<file path="config.mk">
export PLATFORM = sky130hd
export DESIGN_NAME = mux_scan_capture_flat
export DESIGN_NICKNAME = d
export VERILOG_FILES = /design/src/rtl/mux_scan_capture_pkg.sv /design/src/rtl/mux_scan_capture_if.sv /design/src/rtl/mux_scan_capture.sv /design/src/flat_wrapper.sv
export SDC_FILE = /design/constraint.sdc
export NUM_CORES = 1
export LEC_CHECK = 0
export CAP_MARGIN = 10
export CORE_MARGIN = 2
export CORE_UTILIZATION = 25
export CTS_CLUSTER_SIZE = 24
export DETAILED_ROUTE_END_ITERATION = 10
export DONT_BUFFER_PORTS = 1
export PLACE_DENSITY = 0.43
export SLEW_MARGIN = 5
export SYNTH_ARGS = -nofsm -noshare
export SYNTH_HDL_FRONTEND = slang
export SYNTH_SLANG_ARGS = --single-unit
</file>
<file path="constraint.sdc">
create_clock -name Clock_In -period 1.8 [get_ports Clock_In]
set_clock_uncertainty 0.2 [all_clocks]
set_input_delay 0.18 -clock Clock_In [delete_from_list [all_inputs] [get_ports Clock_In]]
set_output_delay 0.18 -clock Clock_In [all_outputs]
set_load 0.05 [all_outputs]
</file>
<file path="src/rtl/mux_scan_capture_pkg.sv">
// Shared types and sizing constants for the mux scan/capture sequencer.
package mux_scan_pkg;

  typedef enum logic [1:0] {
    IDLE,
    SCAN,
    DONE
  } scan_state_t;

  // Width of the mux select bus.
  localparam int SEL_W = 3;

  // Number of mux inputs walked per scan; tied to the 3-bit select.
  localparam int NUM_INPUTS = 8;

  // Hold counter width; covers hold counts 1..16 (terminal value 0..15).
  localparam int HOLD_W = 4;

endpackage

</file>
<file path="src/rtl/mux_scan_capture_if.sv">
// Bundle of control, mux-facing and result signals for the scan sequencer.
// The sequencer itself uses the slave modport; whatever drives start/abort
// and the downstream mux result uses the master modport.
interface mux_scan_capture_if;
  import mux_scan_pkg::*;

  logic                  Start_In;
  logic                  Loop_Mode_In;
  logic                  Abort_In;
  logic                  MUX_Result_Data_In;
  logic                  Enable_Out;
  logic [SEL_W-1:0]      Select_Out;
  logic                  Busy_Out;
  logic                  Done_Out;
  logic [NUM_INPUTS-1:0] Parallel_Data_Out;

  modport slave (
    input  Start_In,
    input  Loop_Mode_In,
    input  Abort_In,
    input  MUX_Result_Data_In,
    output Enable_Out,
    output Select_Out,
    output Busy_Out,
    output Done_Out,
    output Parallel_Data_Out
  );

  modport master (
    output Start_In,
    output Loop_Mode_In,
    output Abort_In,
    output MUX_Result_Data_In,
    input  Enable_Out,
    input  Select_Out,
    input  Busy_Out,
    input  Done_Out,
    input  Parallel_Data_Out
  );

endinterface

</file>
<file path="src/rtl/mux_scan_capture.sv">
// Walks an external 8:1 mux through inputs 0..7, samples its output for each
// select value (after HOLD_CYCLES settling cycles) and publishes the eight
// samples as a parallel word together with a one-cycle done pulse.
module mux_scan_capture
  import mux_scan_pkg::*;
#(
  parameter int HOLD_CYCLES = 1
) (
  input  logic              Clock_In,
  input  logic              Reset_n_In,
  mux_scan_capture_if.slave bus
);

  localparam logic [HOLD_W-1:0] HOLD_LAST = HOLD_W'(HOLD_CYCLES - 1);
  localparam logic [SEL_W-1:0]  SEL_LAST  = SEL_W'(NUM_INPUTS - 1);

  scan_state_t           state, state_next;
  logic [SEL_W-1:0]      sel, sel_next;
  logic [HOLD_W-1:0]     hold_cnt, hold_cnt_next;
  logic [NUM_INPUTS-1:0] capture, capture_next;
  logic [NUM_INPUTS-1:0] word, word_next;

  // Next-state logic: sequencing, hold counting and sample capture.
  always_comb begin
    state_next    = state;
    sel_next      = sel;
    hold_cnt_next = hold_cnt;
    capture_next  = capture;
    word_next     = word;

    case (state)
      IDLE: begin
        if (bus.Start_In) begin
          state_next    = SCAN;
          sel_next      = '0;
          hold_cnt_next = '0;
        end
      end

      SCAN: begin
        if (bus.Abort_In) begin
          // Abort wins even over a final sample; the partial word is dropped.
          state_next    = IDLE;
          sel_next      = '0;
          hold_cnt_next = '0;
          capture_next  = '0;
        end else if (hold_cnt == HOLD_LAST) begin
          // Sampling only happens here, where the mux enable is high.
          capture_next[sel] = bus.MUX_Result_Data_In;
          hold_cnt_next     = '0;
          if (sel == SEL_LAST) begin
            state_next = DONE;
            word_next  = capture_next;
          end else begin
            sel_next = sel + 1'b1;
          end
        end else begin
          hold_cnt_next = hold_cnt + 1'b1;
        end
      end

      DONE: begin
        sel_next      = '0;
        hold_cnt_next = '0;
        capture_next  = '0;
        state_next    = bus.Loop_Mode_In ? SCAN : IDLE;
      end

      default: begin
        state_next    = IDLE;
        sel_next      = '0;
        hold_cnt_next = '0;
        capture_next  = '0;
      end
    endcase
  end

  // State register; reset has priority over every other input.
  always_ff @(posedge Clock_In) begin
    if (!Reset_n_In) begin
      state    <= IDLE;
      sel      <= '0;
      hold_cnt <= '0;
      capture  <= '0;
      word     <= '0;
    end else begin
      state    <= state_next;
      sel      <= sel_next;
      hold_cnt <= hold_cnt_next;
      capture  <= capture_next;
      word     <= word_next;
    end
  end

  assign bus.Enable_Out        = (state == SCAN);
  assign bus.Select_Out        = sel;
  assign bus.Busy_Out          = (state != IDLE);
  assign bus.Done_Out          = (state == DONE);
  assign bus.Parallel_Data_Out = word;

endmodule
</file>
<file path="src/flat_wrapper.sv">
// flat-port wrapper written by rule: the top's interface ports become plain ports
module mux_scan_capture_flat import mux_scan_pkg::*;
#(
  parameter int HOLD_CYCLES = 1
)
  (Clock_In, Reset_n_In, bus_Start_In, bus_Loop_Mode_In, bus_Abort_In, bus_MUX_Result_Data_In, bus_Enable_Out, bus_Select_Out, bus_Busy_Out, bus_Done_Out, bus_Parallel_Data_Out);
  mux_scan_capture_if bus_i ();
  input  logic Clock_In;
  input  logic Reset_n_In;
  input wire logic [$bits(bus_i.Start_In)-1:0] bus_Start_In;
  input wire logic [$bits(bus_i.Loop_Mode_In)-1:0] bus_Loop_Mode_In;
  input wire logic [$bits(bus_i.Abort_In)-1:0] bus_Abort_In;
  input wire logic [$bits(bus_i.MUX_Result_Data_In)-1:0] bus_MUX_Result_Data_In;
  output wire logic [$bits(bus_i.Enable_Out)-1:0] bus_Enable_Out;
  output wire logic [$bits(bus_i.Select_Out)-1:0] bus_Select_Out;
  output wire logic [$bits(bus_i.Busy_Out)-1:0] bus_Busy_Out;
  output wire logic [$bits(bus_i.Done_Out)-1:0] bus_Done_Out;
  output wire logic [$bits(bus_i.Parallel_Data_Out)-1:0] bus_Parallel_Data_Out;
  assign bus_i.Start_In = bus_Start_In;
  assign bus_i.Loop_Mode_In = bus_Loop_Mode_In;
  assign bus_i.Abort_In = bus_Abort_In;
  assign bus_i.MUX_Result_Data_In = bus_MUX_Result_Data_In;
  assign bus_Enable_Out = bus_i.Enable_Out;
  assign bus_Select_Out = bus_i.Select_Out;
  assign bus_Busy_Out = bus_i.Busy_Out;
  assign bus_Done_Out = bus_i.Done_Out;
  assign bus_Parallel_Data_Out = bus_i.Parallel_Data_Out;
  mux_scan_capture #(.HOLD_CYCLES(HOLD_CYCLES)) u_core (.Clock_In(Clock_In), .Reset_n_In(Reset_n_In), .bus(bus_i));
endmodule
</file>
-- Word-level counts from Yosys, hierarchy flattened
Cells that the tools add are included.
- add/subtract/negate cells: 2
- multipliers: 0
- div/mod/pow operators: 0
- order comparisons: 2
- equality and inequality tests: 7
- shifts and indexed selects: 0
- multiplexer cells: 21
- bitwise logic cells: 2
- reductions and logical operators: 8
- operators with widths (kind ; number):
    two-way mux 8 bit ; 2
    case mux 8 bit (2 select lines) ; 1
    two-way mux 3 bit ; 4
    two-way mux 4 bit ; 3
    bitwise mux 8 bit ; 1
    two-way mux 2 bit ; 4
    case mux 4 bit (2 select lines) ; 1
    != test 3 x 2 -> 1 bit (second input constant) ; 2
    case mux 2 bit (3 select lines) ; 1
    case mux 3 bit (2 select lines) ; 1
    AND reduction 3 bit ; 2
    adder 4 x 1 -> 4 bit (second input constant) ; 1
    logical NOT 4 bit ; 1
    < comparator 3 x 4 -> 1 bit (second input constant) ; 1
    AND reduction 4 bit ; 1
    adder 3 x 1 -> 3 bit (second input constant) ; 1
    demux 1 bit (select 3 bit) ; 1
    == test 3 bit (second input constant) ; 1
    >= comparator 3 x 1 -> 1 bit (second input constant) ; 1
    != test 3 bit (second input constant) ; 1
    == test 2 x 1 -> 1 bit (second input constant) ; 1
    == test 2 bit (second input constant) ; 1
    logical NOT 2 bit ; 1
    two-way mux 1 bit ; 2
    5 further kinds ; 6
- flip-flop bits (word level): 25
- bits in latches: 0
- memory bits (writable): 0
- ROM bits: 0
- output and inout bits: 14
- logic and storage cells: 47
- memories: 0

-- Depth between registers and ports, before layout
- word-level depth: 8
- gate-level depth with buffers: 5
- mapped depth without buffers: 5

-- Least setup slack after synthesis
OpenSTA, ideal clock, no wires.
- path type: reg-to-reg
- start point: register u_core.sel[0], in the netlist u_core.bus.Select_Out[0]
- end point: register u_core.sel[1], in the netlist u_core.bus.Select_Out[1]
- arrival time: 1595 ps
- required time: 1483 ps
- path slack: -113 ps
- cell stages (with the launch flop): 6
- path buffers: 0
- clock period less this slack: 1913 ps
- cells stage by stage: dfxtp_1 -> ha_1 -> ha_1 -> nor4b_1 -> o21ai_0 -> a32o_1
- cells in the longest elaborated chain, start to end: 5
- elaborated cells on any way between the ends: 8
- classes of those cells: add/sub: 1; eq/ne: 2; mux: 4; reduce/logical: 1
- ends and longest elaborated chain (item ; line ; source):
    start: declaration ; mux_scan_capture.sv:18 ; logic [SEL_W-1:0] sel, sel_next;
    start signal: assignment ; mux_scan_capture.sv:88 ; sel <= sel_next;
    adder 3 x 1 -> 3 bit ; mux_scan_capture.sv:55 ; sel_next = sel + 1'b1;
    two-way mux 3 bit ; mux_scan_capture.sv:51 ; if (sel == SEL_LAST) begin
    two-way mux 3 bit ; mux_scan_capture.sv:47 ; end else if (hold_cnt == HOLD_LAST) begin
    two-way mux 3 bit ; mux_scan_capture.sv:41 ; if (bus.Abort_In) begin
    case mux 3 bit (2 select lines) ; mux_scan_capture.sv:31 ; case (state)
Several ways; a longest one is shown, not always the timed one. The select of a mux whose other input is x is not followed.
A chain may end at the register's enable or synchronous reset.

-- Worst setup path in the final report
- start point: register u_core.hold_cnt[1]
- end point: register u_core.sel[0], in the netlist u_core.bus.Select_Out[0]
- cells in the longest elaborated chain, start to end: 3
- ends and longest elaborated chain (item ; line ; source):
    start: declaration ; mux_scan_capture.sv:19 ; logic [HOLD_W-1:0] hold_cnt, hold_cnt_next;
    start signal: assignment ; mux_scan_capture.sv:89 ; hold_cnt <= hold_cnt_next;
    logical NOT 4 bit ; mux_scan_capture.sv:47 ;
    != test 3 x 2 -> 1 bit (no source line) ; n/a ;
    AND reduction 3 bit (no source line) ; n/a ;
No other way between the ends.

==> impl_metrics.env <==
export IMPL_outcome="finished clean"
export IMPL_crit_arrival_ns=1.76
export IMPL_fmax_ghz=0.5718
export IMPL_slew_viol_final=0
export IMPL_fill_cells=445
export IMPL_via_per_inst=5.011
export IMPL_tightest_slew_ns=0.5146
export IMPL_hold_viol=0
export IMPL_n_antenna_cell=0
export IMPL_r2r_start="u_core.hold_cnt[1]$_SDFFE_PN0N_"
export IMPL_powerDensity_mw_per_mm2=695.5
export IMPL_grt_pass1_wl_um=4774
export IMPL_clk_pin_slew_ns=0.09
export IMPL_clkSinkCount=25
export IMPL_whs_ns=0.007069
export IMPL_synth_seq_area_share=0.4296
export IMPL_relSlewSlack=0.6543
export IMPL_async_flop_share=0
export IMPL_grt_max_degree=15
export IMPL_syn_area_mm2=0.001165
export IMPL_die_x_um=72.26
export IMPL_design_die_area_mm2=0.005222
export IMPL_cp_max_fo=3
export IMPL_swShare=0.2411
export IMPL_ant_nets=0
export IMPL_first_iter_violations=42
export IMPL_synthTopCellsByArea="dfxtp_1 (43%), mux2i_1 (7.7%), o2bb2ai_1 (6.0%)"
export IMPL_die_h_um=72.26
export IMPL_first_pass_iters=4
export IMPL_hpwl_um=1960
export IMPL_syn_area_per_cell_um2=9.872
export IMPL_grtUsageTotal=0.1164
export IMPL_io_pins=20
export IMPL_syn2layout_area_growth_pct=20.84
export IMPL_syn_instance_count=118
export IMPL_worstHoldStart="bus_Start_In"
export IMPL_nNetsFinal=142
export IMPL_required_ns=1.81
export IMPL_finalCritPeriodShare=0.9716
export IMPL_synth_most_common_cell="dfxtp_1"
export IMPL_power_frac_comb=0.087
export IMPL_max_cap_viol_count=0
export IMPL_place_gp_congestion=0.7439
export IMPL_post_route_util=0.3189
export IMPL_internal_power_mw=0.7430
export IMPL_seqPwrFrac=0.572
export IMPL_yosys_area_top_type="dfxtp_1"
export IMPL_leakage_nw=0.5231
export IMPL_finalSetupViolCount=0
export IMPL_tritoncts="built"
export IMPL_routed_wl_um=2816
export IMPL_switchingPower_mw=0.2360
export IMPL_clock_path_buffers=2
export IMPL_synth_flop_cell="dfxtp_1"
export IMPL_core_area_mm2=0.004414
export IMPL_crit_type="register to register"
export IMPL_critPathLaunch="u_core.hold_cnt[1]$_SDFFE_PN0N_"
export IMPL_antenna_found_initial=0
export IMPL_wl_per_cell_um=15.39
export IMPL_grt_overflow=0
export IMPL_p_clk_frac=0.342
export IMPL_root_buffer="clkbuf_8"
export IMPL_grt_pass1_vias=960
export IMPL_start_util=0.2639
export IMPL_hp_class="input pin to register"
export IMPL_critPathLaunchType="register"
export IMPL_drc_errors=0
export IMPL_numCtsBuffers=3
export IMPL_synth_edff_count=0
export IMPL_portBuffers=0
export IMPL_synth_fp_nets=128
export IMPL_yosysUniqueCellTypes=35
export IMPL_drive_gt1_frac=0.2748
export IMPL_endpoint_kind="register"
export IMPL_synth_seq_cells=25
export IMPL_power_total_mw=0.9790
export IMPL_via_count=917
export IMPL_ir_drop_v=0.0003350
export IMPL_post_cts_buffers=0
export IMPL_fp_row_count=24
export IMPL_synth_warnings=0
export IMPL_synth_commonest_cells="dfxtp_1 (25), inv_1 (13), mux2i_1 (9), o22ai_1 (8), o2bb2ai_1 (8)"
export IMPL_synth_top_cell_area_share=0.4296
export IMPL_clock_latency_ns=0.27
export IMPL_min_period_ns=1.749
export IMPL_cts_max_level=1
==> cell families after synthesis <==
group | share of synthesized area
compound gates | 0.1891
flops | 0.4296
mux | 0.07734
buf+inv | 0.06123
fa+ha+maj | 0.04297
simple gates | 0.1998
==> power by group through the flow <==
stage	combinational [mW]	clock (mW)	sequential, mW
floorplan	0.0520	0	0.574
global placement	0.0746	0	0.572
detailed placement	0.0746	0	0.573
CTS	0.0854	0.347	0.560
global route	0.0906	0.378	0.561
finish	0.0849	0.335	0.560
==> timing repair <==
item                                    in CTS  in global routing
pin swaps                                    0                  3
hold endpoints to repair                    23                  0
gates cloned                                 0                  0
hold buffers                                 3                  0
endpoints found under the setup margin       3                 20
resized for setup                            1                 10
==> cells in the final DEF, fill, tap and decap left out, drive strengths merged, types with 2 or more instances in the layout <==
cell	instances
o21ai	2
nor2	3
clkbuf	3
nand3b	4
ha	4
dfxtp	25
a32o	2
inv	13
a21oi	2
nand3	4
o2bb2ai	8
buf	11
dlygate4sd3	3
o22ai	8
nor3b	5
or3b	2
and2b	2
nand2	3
mux2i	9
a31oi	2
or3	2
nor3	3
nor4b	2
==> critical path: stages (launching register included) <==
cell and delay (ns):
dfxtp_2 0.33, inv_2 0.08, ha_4 0.13, or3b_4 0.40, nor4b_4 0.35, a22o_1 0.20
==> worst paths after layout <==
| check | cells after the start | endpoint | slack [ns] |
|---|---|---|---|
| max | 5 | u_core.bus.Select_Out[0]$_SDFFE_PN0P_ | 0.05 |
| max reg2reg | 5 | u_core.bus.Select_Out[0]$_SDFFE_PN0P_ | 0.05 |
| min reg2reg | 2 | u_core.capture[5]$_SDFFE_PN0P_ | 0.26 |
| min | 3 | u_core.state[0]$_SDFFE_PN0P_ | 0.007 |
==> layer usage <==
layer	GRT usage	vias up	routed length, um
li1	-	464	-
met1	0.1548	440	1378
met2	0.1865	11	1301
met3	0.03056	2	119
met4	0.03145	0	17
met5	0	-	0
==> registers in the layout, indices dropped and copies added, names as in the netlist <==
| signal | count |
|---|---|
| u_core.bus.Select_Out | 3 |
| u_core.capture | 8 |
| u_core.bus.Parallel_Data_Out | 8 |
| u_core.state | 2 |
| u_core.hold_cnt | 4 |
==> through the flow <==
step                worst slack (ns)  TNS [ns]  instance area [um^2]  std cells
detailed placement          -0.01588  -0.01588                  1294        176
floorplan                    0.01041         0                  1169        118
finish                       0.05105         0                  1408        183
global placement             0.06456         0                  1294        176
global route                -0.02779   -0.1053                  1408        183
CTS                          0.01527         0                  1379        183
==> cell type report <==
cell class,instances,area (um^2),area share
multi-input combinational,75,628.1,0.4462
sequential,25,506.7,0.3600
timing repair buffer,14,112.6,0.08000
tap,52,65.06,0.04622
inverter,13,48.80,0.03467
clock buffer,3,41.29,0.02933
clock inverter,1,5.005,0.003556
Power figures use the tool's default switching activity.
